**src/rtl/sb_pkg.sv**
```systemverilog
// Shared constants and types for the Sound Blaster DSP front end.
package sb_pkg;

    // Port offsets from BASE
    localparam logic [3:0] OFF_RST  = 4'h6;
    localparam logic [3:0] OFF_DATA = 4'hA;
    localparam logic [3:0] OFF_CMD  = 4'hC;
    localparam logic [3:0] OFF_STAT = 4'hE;

    // DSP opcodes
    localparam logic [7:0] OP_DAC     = 8'h10;
    localparam logic [7:0] OP_DMA8    = 8'h14;
    localparam logic [7:0] OP_TC      = 8'h40;
    localparam logic [7:0] OP_PAUSE   = 8'hD0;
    localparam logic [7:0] OP_SPK_ON  = 8'hD1;
    localparam logic [7:0] OP_SPK_OFF = 8'hD3;
    localparam logic [7:0] OP_CONT    = 8'hD4;
    localparam logic [7:0] OP_VER     = 8'hE1;

    // 12800 cycles (TC=0 at 50 MHz) fits in 16 bits
    localparam int PACE_W = 16;
    typedef logic [PACE_W-1:0] pace_t;

    typedef enum logic [1:0] {P_IDLE, P_ARG1, P_ARG2} parse_e;
    typedef enum logic [1:0] {D_IDLE, D_WAIT, D_REQ}  dma_e;
    typedef enum logic [1:0] {RS_DATA, RS_CMD, RS_STAT} rdsel_e;

    // Pacing reload: one sample period minus the cycle spent entering WAIT
    function automatic pace_t pace_load(input int clk_mhz, input logic [7:0] tc);
        int v;
        v = clk_mhz * (256 - int'(tc)) - 1;
        return pace_t'(v);
    endfunction

endpackage

```
**src/rtl/sb_dsp_dma_if.sv**
```systemverilog
// ISA-side and mixer-side signals of the DSP front end.
interface sb_dsp_dma_if;
    logic [9:0] io_addr;
    logic       aen;
    logic [7:0] io_wdata;
    logic       io_wr_stb;
    logic       io_rd_start;
    logic       io_rd_end;
    logic       dack_n;
    logic [7:0] io_rdata;
    logic       io_rdata_oe;
    logic       drq;
    logic       irq;
    logic [7:0] pcm_sample;
    logic       pcm_valid;
    logic       dma_active;

    modport slave (
        input  io_addr, aen, io_wdata, io_wr_stb, io_rd_start, io_rd_end, dack_n,
        output io_rdata, io_rdata_oe, drq, irq, pcm_sample, pcm_valid, dma_active
    );
    modport master (
        output io_addr, aen, io_wdata, io_wr_stb, io_rd_start, io_rd_end, dack_n,
        input  io_rdata, io_rdata_oe, drq, irq, pcm_sample, pcm_valid, dma_active
    );
endinterface

```
**src/rtl/sb_rd_queue.sv**
```systemverilog
// Byte FIFO behind the read-data port; flush may coincide with a push.
module sb_rd_queue #(
    parameter int DEPTH = 4
) (
    input  logic       clk,
    input  logic       rst,
    input  logic       push,
    input  logic       pop,
    input  logic       flush,
    input  logic [7:0] din,
    output logic [7:0] dout,
    output logic       empty,
    output logic       full
);
    localparam int AW = $clog2(DEPTH);

    logic [7:0]    mem [DEPTH];
    logic [AW-1:0] rd_ptr, wr_ptr;
    logic [AW:0]   cnt;
    logic          do_push, do_pop, mem_we;
    logic [AW-1:0] mem_wa;

    assign empty   = (cnt == '0);
    assign full    = (cnt == (AW+1)'(DEPTH));
    assign do_pop  = pop && !empty && !flush;
    // a pop in the same cycle frees the slot the push needs
    assign do_push = push && (!full || do_pop);
    assign mem_we  = flush ? push : do_push;
    assign mem_wa  = flush ? '0 : wr_ptr;
    assign dout    = mem[rd_ptr];

    // storage write, no reset needed
    always_ff @(posedge clk) begin
        if (mem_we) mem[mem_wa] <= din;
    end

    // pointers and occupancy
    always_ff @(posedge clk) begin
        if (rst) begin
            rd_ptr <= '0;
            wr_ptr <= '0;
            cnt    <= '0;
        end else if (flush) begin
            rd_ptr <= '0;
            wr_ptr <= AW'(push);
            cnt    <= (AW+1)'(push);
        end else begin
            if (do_push) wr_ptr <= wr_ptr + 1'b1;
            if (do_pop)  rd_ptr <= rd_ptr + 1'b1;
            cnt <= cnt + (AW+1)'(do_push) - (AW+1)'(do_pop);
        end
    end
endmodule

```
**src/rtl/sb_dsp_dma.sv**
```systemverilog
// SB DSP front end: port decode, command parser, paced 8-bit DMA, IRQ.
module sb_dsp_dma
    import sb_pkg::*;
#(
    parameter logic [9:0] BASE     = 10'h220,
    parameter int         CLK_MHZ  = 50,
    parameter int         RQ_DEPTH = 4
) (
    input  logic         clk,
    input  logic         rst,
    sb_dsp_dma_if.slave  bus
);
    localparam logic [9:0] A_RST  = BASE + 10'(OFF_RST);
    localparam logic [9:0] A_DATA = BASE + 10'(OFF_DATA);
    localparam logic [9:0] A_CMD  = BASE + 10'(OFF_CMD);
    localparam logic [9:0] A_STAT = BASE + 10'(OFF_STAT);

    parse_e      pstate;
    dma_e        dstate;
    rdsel_e      rd_sel, rd_kind;
    logic [7:0]  op, len_lo, tc, rdata, rd_val, pcm_sample, q_din, q_dout;
    logic [16:0] count;
    pace_t       pace;
    logic        paused, rst_armed, ver_pend, drq, irq, pcm_valid, dma_active, rd_oe;
    logic        cpu_sel, cpu_wr, wr_rst, wr_cmd, dack_wr, dsp_rst, rd_hit, stat_end;
    logic        q_push, q_pop, q_empty, q_full;

    // DACK cycles are DMA, never CPU I/O, whatever AEN says
    assign cpu_sel  = !bus.aen && bus.dack_n;
    assign cpu_wr   = bus.io_wr_stb && cpu_sel;
    assign wr_rst   = cpu_wr && (bus.io_addr == A_RST);
    assign wr_cmd   = cpu_wr && (bus.io_addr == A_CMD);
    assign dack_wr  = bus.io_wr_stb && !bus.dack_n;
    assign dsp_rst  = wr_rst && !bus.io_wdata[0] && rst_armed;
    assign q_pop    = bus.io_rd_end && rd_oe && (rd_sel == RS_DATA);
    assign stat_end = bus.io_rd_end && rd_oe && (rd_sel == RS_STAT);

    sb_rd_queue #(.DEPTH(RQ_DEPTH)) u_rq (
        .clk(clk), .rst(rst), .push(q_push), .pop(q_pop), .flush(dsp_rst),
        .din(q_din), .dout(q_dout), .empty(q_empty), .full(q_full)
    );

    // queue push source; version's second byte goes in the following cycle
    always_comb begin
        q_push = 1'b0;
        q_din  = 8'h00;
        if (dsp_rst) begin
            q_push = 1'b1; q_din = 8'hAA;
        end else if (ver_pend) begin
            q_push = 1'b1; q_din = 8'h01;
        end else if (wr_cmd && pstate == P_IDLE && bus.io_wdata == OP_VER) begin
            q_push = 1'b1; q_din = 8'h02;
        end
    end

    // read decode and the value presented for this read
    always_comb begin
        rd_hit  = 1'b0;
        rd_kind = RS_CMD;
        rd_val  = 8'h00;
        if (bus.io_rd_start && cpu_sel) begin
            if (bus.io_addr == A_DATA) begin
                rd_hit = 1'b1; rd_kind = RS_DATA; rd_val = q_empty ? 8'hFF : q_dout;
            end else if (bus.io_addr == A_CMD) begin
                rd_hit = 1'b1; rd_kind = RS_CMD;
            end else if (bus.io_addr == A_STAT) begin
                rd_hit = 1'b1; rd_kind = RS_STAT; rd_val = {!q_empty, 7'h7F};
            end
        end
    end

    // read data register and bus-drive window
    always_ff @(posedge clk) begin
        if (rst) begin
            rdata  <= 8'h00;
            rd_oe  <= 1'b0;
            rd_sel <= RS_DATA;
        end else if (rd_hit) begin
            rdata  <= rd_val;
            rd_oe  <= 1'b1;
            rd_sel <= rd_kind;
        end else if (bus.io_rd_end) begin
            rd_oe  <= 1'b0;
        end
    end

    // command parser, DMA engine and IRQ; DSP reset is applied last so it wins
    always_ff @(posedge clk) begin
        if (rst) begin
            pstate <= P_IDLE;  op <= 8'h00;  len_lo <= 8'h00;  tc <= 8'h00;
            paused <= 1'b0;    rst_armed <= 1'b0;  ver_pend <= 1'b0;
            dstate <= D_IDLE;  pace <= '0;  count <= '0;
            drq <= 1'b0;  irq <= 1'b0;  pcm_sample <= 8'h80;  pcm_valid <= 1'b0;
            dma_active <= 1'b0;
        end else begin
            pcm_valid <= 1'b0;
            ver_pend  <= 1'b0;
            if (stat_end) irq <= 1'b0;

            case (dstate)
                D_WAIT: begin
                    if (pace != '0) pace <= pace - 1'b1;
                    else if (!paused && bus.dack_n) begin
                        dstate <= D_REQ;
                        drq    <= 1'b1;
                    end
                end
                D_REQ: begin
                    if (dack_wr) begin
                        pcm_sample <= bus.io_wdata;
                        pcm_valid  <= 1'b1;
                        drq        <= 1'b0;
                        count      <= count - 1'b1;
                        if (count == 17'd1) begin
                            irq        <= 1'b1;
                            dstate     <= D_IDLE;
                            dma_active <= 1'b0;
                        end else begin
                            pace   <= pace_load(CLK_MHZ, tc);
                            dstate <= D_WAIT;
                        end
                    end
                end
                default: ;
            endcase

            if (wr_rst) rst_armed <= bus.io_wdata[0];

            if (wr_cmd) begin
                case (pstate)
                    P_IDLE: begin
                        op <= bus.io_wdata;
                        case (bus.io_wdata)
                            OP_DAC, OP_DMA8, OP_TC: pstate <= P_ARG1;
                            OP_PAUSE:               paused <= 1'b1;
                            OP_CONT:                paused <= 1'b0;
                            OP_VER:                 ver_pend <= 1'b1;
                            OP_SPK_ON, OP_SPK_OFF:  ;
                            default:                ;
                        endcase
                    end
                    P_ARG1: begin
                        pstate <= P_IDLE;
                        case (op)
                            OP_DAC: begin
                                pcm_sample <= bus.io_wdata;
                                pcm_valid  <= 1'b1;
                            end
                            OP_DMA8: begin
                                len_lo <= bus.io_wdata;
                                pstate <= P_ARG2;
                            end
                            default: tc <= bus.io_wdata;
                        endcase
                    end
                    default: begin
                        // len_hi: a running transfer only gets its count replaced
                        pstate <= P_IDLE;
                        count  <= {1'b0, bus.io_wdata, len_lo} + 17'd1;
                        if (dstate == D_IDLE) begin
                            pace       <= pace_load(CLK_MHZ, tc);
                            dstate     <= D_WAIT;
                            dma_active <= 1'b1;
                        end
                    end
                endcase
            end

            if (dsp_rst) begin
                pstate <= P_IDLE;  dstate <= D_IDLE;  drq <= 1'b0;  dma_active <= 1'b0;
                irq <= 1'b0;  paused <= 1'b0;  ver_pend <= 1'b0;
            end
        end
    end

    assign bus.io_rdata    = rdata;
    assign bus.io_rdata_oe = rd_oe;
    assign bus.drq         = drq;
    assign bus.irq         = irq;
    assign bus.pcm_sample  = pcm_sample;
    assign bus.pcm_valid   = pcm_valid;
    assign bus.dma_active  = dma_active;
endmodule

```
**src/flat_wrapper.sv**
```systemverilog
// flat-port wrapper written by rule: the top's interface ports become plain ports
module sb_dsp_dma_flat import sb_pkg::*;
#(
    parameter logic [9:0] BASE     = 10'h220,
    parameter int         CLK_MHZ  = 50,
    parameter int         RQ_DEPTH = 4
)
  (clk, rst, bus_io_addr, bus_aen, bus_io_wdata, bus_io_wr_stb, bus_io_rd_start, bus_io_rd_end, bus_dack_n, bus_io_rdata, bus_io_rdata_oe, bus_drq, bus_irq, bus_pcm_sample, bus_pcm_valid, bus_dma_active);
  sb_dsp_dma_if bus_i ();
  input  logic clk;
  input  logic rst;
  input wire logic [$bits(bus_i.io_addr)-1:0] bus_io_addr;
  input wire logic [$bits(bus_i.aen)-1:0] bus_aen;
  input wire logic [$bits(bus_i.io_wdata)-1:0] bus_io_wdata;
  input wire logic [$bits(bus_i.io_wr_stb)-1:0] bus_io_wr_stb;
  input wire logic [$bits(bus_i.io_rd_start)-1:0] bus_io_rd_start;
  input wire logic [$bits(bus_i.io_rd_end)-1:0] bus_io_rd_end;
  input wire logic [$bits(bus_i.dack_n)-1:0] bus_dack_n;
  output wire logic [$bits(bus_i.io_rdata)-1:0] bus_io_rdata;
  output wire logic [$bits(bus_i.io_rdata_oe)-1:0] bus_io_rdata_oe;
  output wire logic [$bits(bus_i.drq)-1:0] bus_drq;
  output wire logic [$bits(bus_i.irq)-1:0] bus_irq;
  output wire logic [$bits(bus_i.pcm_sample)-1:0] bus_pcm_sample;
  output wire logic [$bits(bus_i.pcm_valid)-1:0] bus_pcm_valid;
  output wire logic [$bits(bus_i.dma_active)-1:0] bus_dma_active;
  assign bus_i.io_addr = bus_io_addr;
  assign bus_i.aen = bus_aen;
  assign bus_i.io_wdata = bus_io_wdata;
  assign bus_i.io_wr_stb = bus_io_wr_stb;
  assign bus_i.io_rd_start = bus_io_rd_start;
  assign bus_i.io_rd_end = bus_io_rd_end;
  assign bus_i.dack_n = bus_dack_n;
  assign bus_io_rdata = bus_i.io_rdata;
  assign bus_io_rdata_oe = bus_i.io_rdata_oe;
  assign bus_drq = bus_i.drq;
  assign bus_irq = bus_i.irq;
  assign bus_pcm_sample = bus_i.pcm_sample;
  assign bus_pcm_valid = bus_i.pcm_valid;
  assign bus_dma_active = bus_i.dma_active;
  sb_dsp_dma #(.BASE(BASE), .CLK_MHZ(CLK_MHZ), .RQ_DEPTH(RQ_DEPTH)) u_core (.clk(clk), .rst(rst), .bus(bus_i));
endmodule
```
**config.mk**
```make
export PLATFORM = sky130hd
export DESIGN_NAME = sb_dsp_dma_flat
export DESIGN_NICKNAME = d
export VERILOG_FILES = /design/src/rtl/sb_pkg.sv /design/src/rtl/sb_dsp_dma_if.sv /design/src/rtl/sb_rd_queue.sv /design/src/rtl/sb_dsp_dma.sv /design/src/flat_wrapper.sv
export SDC_FILE = /design/constraint.sdc
export NUM_CORES = 1
export LEC_CHECK = 0
export ABC_CLOCK_PERIOD_IN_PS = 6500
export BUFFER_PORTS_ARGS = -buffer_cell sky130_fd_sc_hd__buf_4
export CAP_MARGIN = 20
export CORE_MARGIN = 2
export CORE_UTILIZATION = 60
export CTS_CLUSTER_SIZE = 25
export DETAILED_ROUTE_END_ITERATION = 6
export HOLD_SLACK_MARGIN = 0.1
export PLACE_DENSITY = 0.75
export SYNTH_ARGS = -nofsm -noshare
export SYNTH_HDL_FRONTEND = slang
export SYNTH_SLANG_ARGS = --single-unit
```
**constraint.sdc**
```tcl
create_clock -name clk -period 6.5 [get_ports clk]
set_clock_uncertainty 0.2 [all_clocks]
set_input_delay 0.65 -clock clk [delete_from_list [all_inputs] [get_ports clk]]
set_output_delay 0.65 -clock clk [all_outputs]
set_load 0.02 [all_outputs]
```
==> results.toml <==
[cts]
clk_pin_slew_worst_paths_ns = 0.10
cts_made_buffers = 9
ctsRootBufferMaster = "clkbuf_8"
ctsResizeCount = 0
cts_tree = "done"
clk_latency_ns = 0.38
clock-sinks = 105
holdBufCountCts = 0
cts_buffer_depth = 2
htree_levels = 3
post_cts_buffers = 0

[sta]
setup_violations = 0
post-route-min-period_ns = 5.308
final-hold-violation-count = 0
slew_viol_final = 0
relSlewSlack_pct = 31.88
whs_ns = 0.2650
worst_slew_pin_slew_ns = 1.013
fin_tns_setup_ns = 0
rsz0062_at_grt = "no"
setup_slack_ns = 1.192
clock.fmax_mhz = 188.4
fin_crit_sh_pct = 81.66

[synth]
synthCells = 774
yosysWarningCount = 0
ys_seq_area_share_pct = 33.75
syn-num-nets = 849
synth-edff-count = 12
ys_async_sr_fraction_pct = 0
synth_area_sq_um = 6584
synth-main-ff-cell = "dfxtp_1"
synth_top_area_share_pct = 28.28
postSynthAreaPerCell_sq_um = 8.506
synth_seq_cells = 105
yosysTopAreaCell = "dfxtp_1"
yosysMostFrequentCell = "nor2_1"
synth_commonest_cells = "110 x nor2_1, 93 x dfxtp_1, 58 x nand2_1"
synth_cell_types = 73
yosys-top-cells-area = "dfxtp_1 28%, ha_1 8.6%, nor2_1 6.3%"

[power]
vdd_drop_max_mv = 0.1109
netSwitchingPower_w = 0.0002545
swShare_pct = 22.40
power_frac_comb_pct = 3.8
clkPwrFrac_pct = 38.7
p_leak_nw = 2.921
power_frac_seq_pct = 57.5
power.total_w = 0.001136
p_int_w = 0.0008818
p_per_area_nw_per_um2 = 158.7

[route]
ant_nets = 0
drt_wl_total_microns = 15670
firstDrtPassIters = 6
drc = 0
vias = 5737
avgViaCountPerCell = 6.097
post_drt_wl_per_cell_microns = 16.65
first_iter_violations = 502

[setup_path]
worst-setup-path-type = "flip-flop to flip-flop"
crit_path_end_kind = "flip-flop"
crit_fanout = 8
cp.required_ns = 6.56
worstPathArrival_ns = 5.37
start_kind = "flip-flop"

[floorplanning]
core_area_sq_um = 10790
start_util_pct = 61.00
die_area_sq_um = 11830
ios = 46
rows = 38
die_h_microns = 108.8
die_w_microns = 108.8

[grt]
antenna_found_initial = 0
overflow = 0
grt_max_degree = 69
grt_pass1_vias = 5483
grt_pass1_wl_microns = 25720
globalRouteTotalUtil_pct = 27.39

[cells_and_area]
nets = 871
antenna_cells = 0
final_cell_count_no_fill = 941
drive_above_1_share_pct = 10.36
areaGrowthSynthToFinish_pct = 8.761

[place]
dp_hpwl_microns = 11890
place_congestion = 0.9139
placed_cells_incl_taps = 925
pre_cts_ws_ns = 1.269
port_buffers = 45

[job]
cap_violations = 0

[worst_hold_path]
hp-class = "flip-flop to flip-flop"

[run_status]
status = "complete, no violations"
[per-layer routing]
metal | part of all wire (%) | wire length [microns] | track usage, % | vias up
met3 | 4.9 | 761 | 5.021 | 25
met2 | 49 | 7704 | 47.50 | 148
met5 | 0 | 0 | 0 | -
met4 | 1.6 | 250 | 8.791 | 0
met1 | 44 | 6950 | 34.45 | 2733
li1 | - | - | - | 2831
[power by group through the flow]
stage | Sequential, W | Combinational (W) | Clock, W
finish | 0.000653 | 0.0000432 | 0.000440
global route | 0.000653 | 0.0000467 | 0.000471
CTS | 0.000653 | 0.0000428 | 0.000447
detailed placement | 0.000668 | 0.0000427 | 0
global placement | 0.000668 | 0.0000424 | 0
floorplan | 0.000668 | 0.0000221 | 0
[layout by cell type (no fill, tap or decap), types with 7 or more instances in the layout]
cell	count
nor2_1	110
dfxtp_1	93
nand2_1	58
ha_1	45
buf_4	45
inv_1	38
a21oi_1	37
xnor2_1	33
a211oi_1	26
nor3_1	24
o21ai_0	24
mux2i_1	24
xor2_1	22
nand3_1	13
nor4_1	12
edfxtp_1	12
or3_1	11
a31oi_1	10
clkbuf_8	10
nand4_1	9
and3_1	9
nand2b_1	8
a22oi_1	8
nand4b_1	7
and2_1	7
[state kept, by name (all words and copies together) (netlist names), named ones only]
name and flops:
u_core.count 17, u_core.pace 16, u_core.u_rq.mem 12, u_core.bus.pcm_sample 8, u_core.len_lo 8, u_core.op 8
u_core.tc 8, u_core.bus.io_rdata 5, u_core.u_rq.cnt 3, u_core.dstate 2, u_core.pstate 2, u_core.rd_sel 2
u_core.u_rq.rd_ptr 2, u_core.u_rq.wr_ptr 2, u_core.bus.dma_active 1, u_core.bus.drq 1, u_core.bus.io_rdata_oe 1, u_core.bus.irq 1
u_core.bus.pcm_valid 1, u_core.paused 1, u_core.rst_armed 1, u_core.ver_pend 1
[logic make-up (layout without fill, tap and decap cells)]
group | count (synthesis) | count (layout) | synth area share [%]
AO/OA/AOI/OAI | 157 | 157 | 16.04
XOR/XNOR | 55 | 55 | 7.317
AND/OR/NAND/NOR | 306 | 306 | 23.49
adder cells (fa/ha/maj) | 50 | 50 | 10.07
multiplexers | 27 | 27 | 4.675
flip-flops | 105 | 105 | 33.75
buffers and inverters | 74 | 101 | 4.656
[layout make-up]
| class | count | area [sq um] |
|---|---|---|
| Clock inverter | 5 | 57.56 |
| Multi-Input combinational cell | 595 | 4055 |
| Fill cell | 917 | 3632 |
| Inverter | 40 | 150.1 |
| Timing Repair Buffer | 45 | 337.8 |
| Clock buffer | 11 | 162.7 |
| Tap cell | 140 | 175.2 |
| Sequential cell | 105 | 2222 |
[path summary, 6_finish.rpt]
path                            slack (ns)         start  cells past startpoint              end
worst max-delay path                  1.19  u_core.tc[0]                     15  u_core.pace[15]
worst min-delay path                  0.27  u_core.op[3]                      2     u_core.op[3]
worst max register to register        1.19  u_core.tc[0]                     15  u_core.pace[15]
worst min register to register        0.27  u_core.op[3]                      2     u_core.op[3]
[per-stage QoR]
stage	util (%)	cell area (sq um)
3_5_place_dp	64.31	6940
2_1_floorplan	-	6584
4_1_cts	66.35	7161
3_3_place_gp	64.31	6940
6_report	66.35	7161
5_1_grt	66.35	7161
[critical path: stages (launching register included)]
cell	delay (ns)
dfxtp_1	0.42
nor3_1	0.45
nand2_1	0.14
or3_1	0.34
xor2_1	0.32
inv_1	0.15
fa_1	0.55
inv_1	0.04
ha_1	0.28
ha_1	0.37
a21oi_1	0.29
nor3_1	0.08
or4b_2	0.73
nor4_1	0.47
a31oi_1	0.15
nand3b_1	0.18
(Power assumes the default switching activity.)
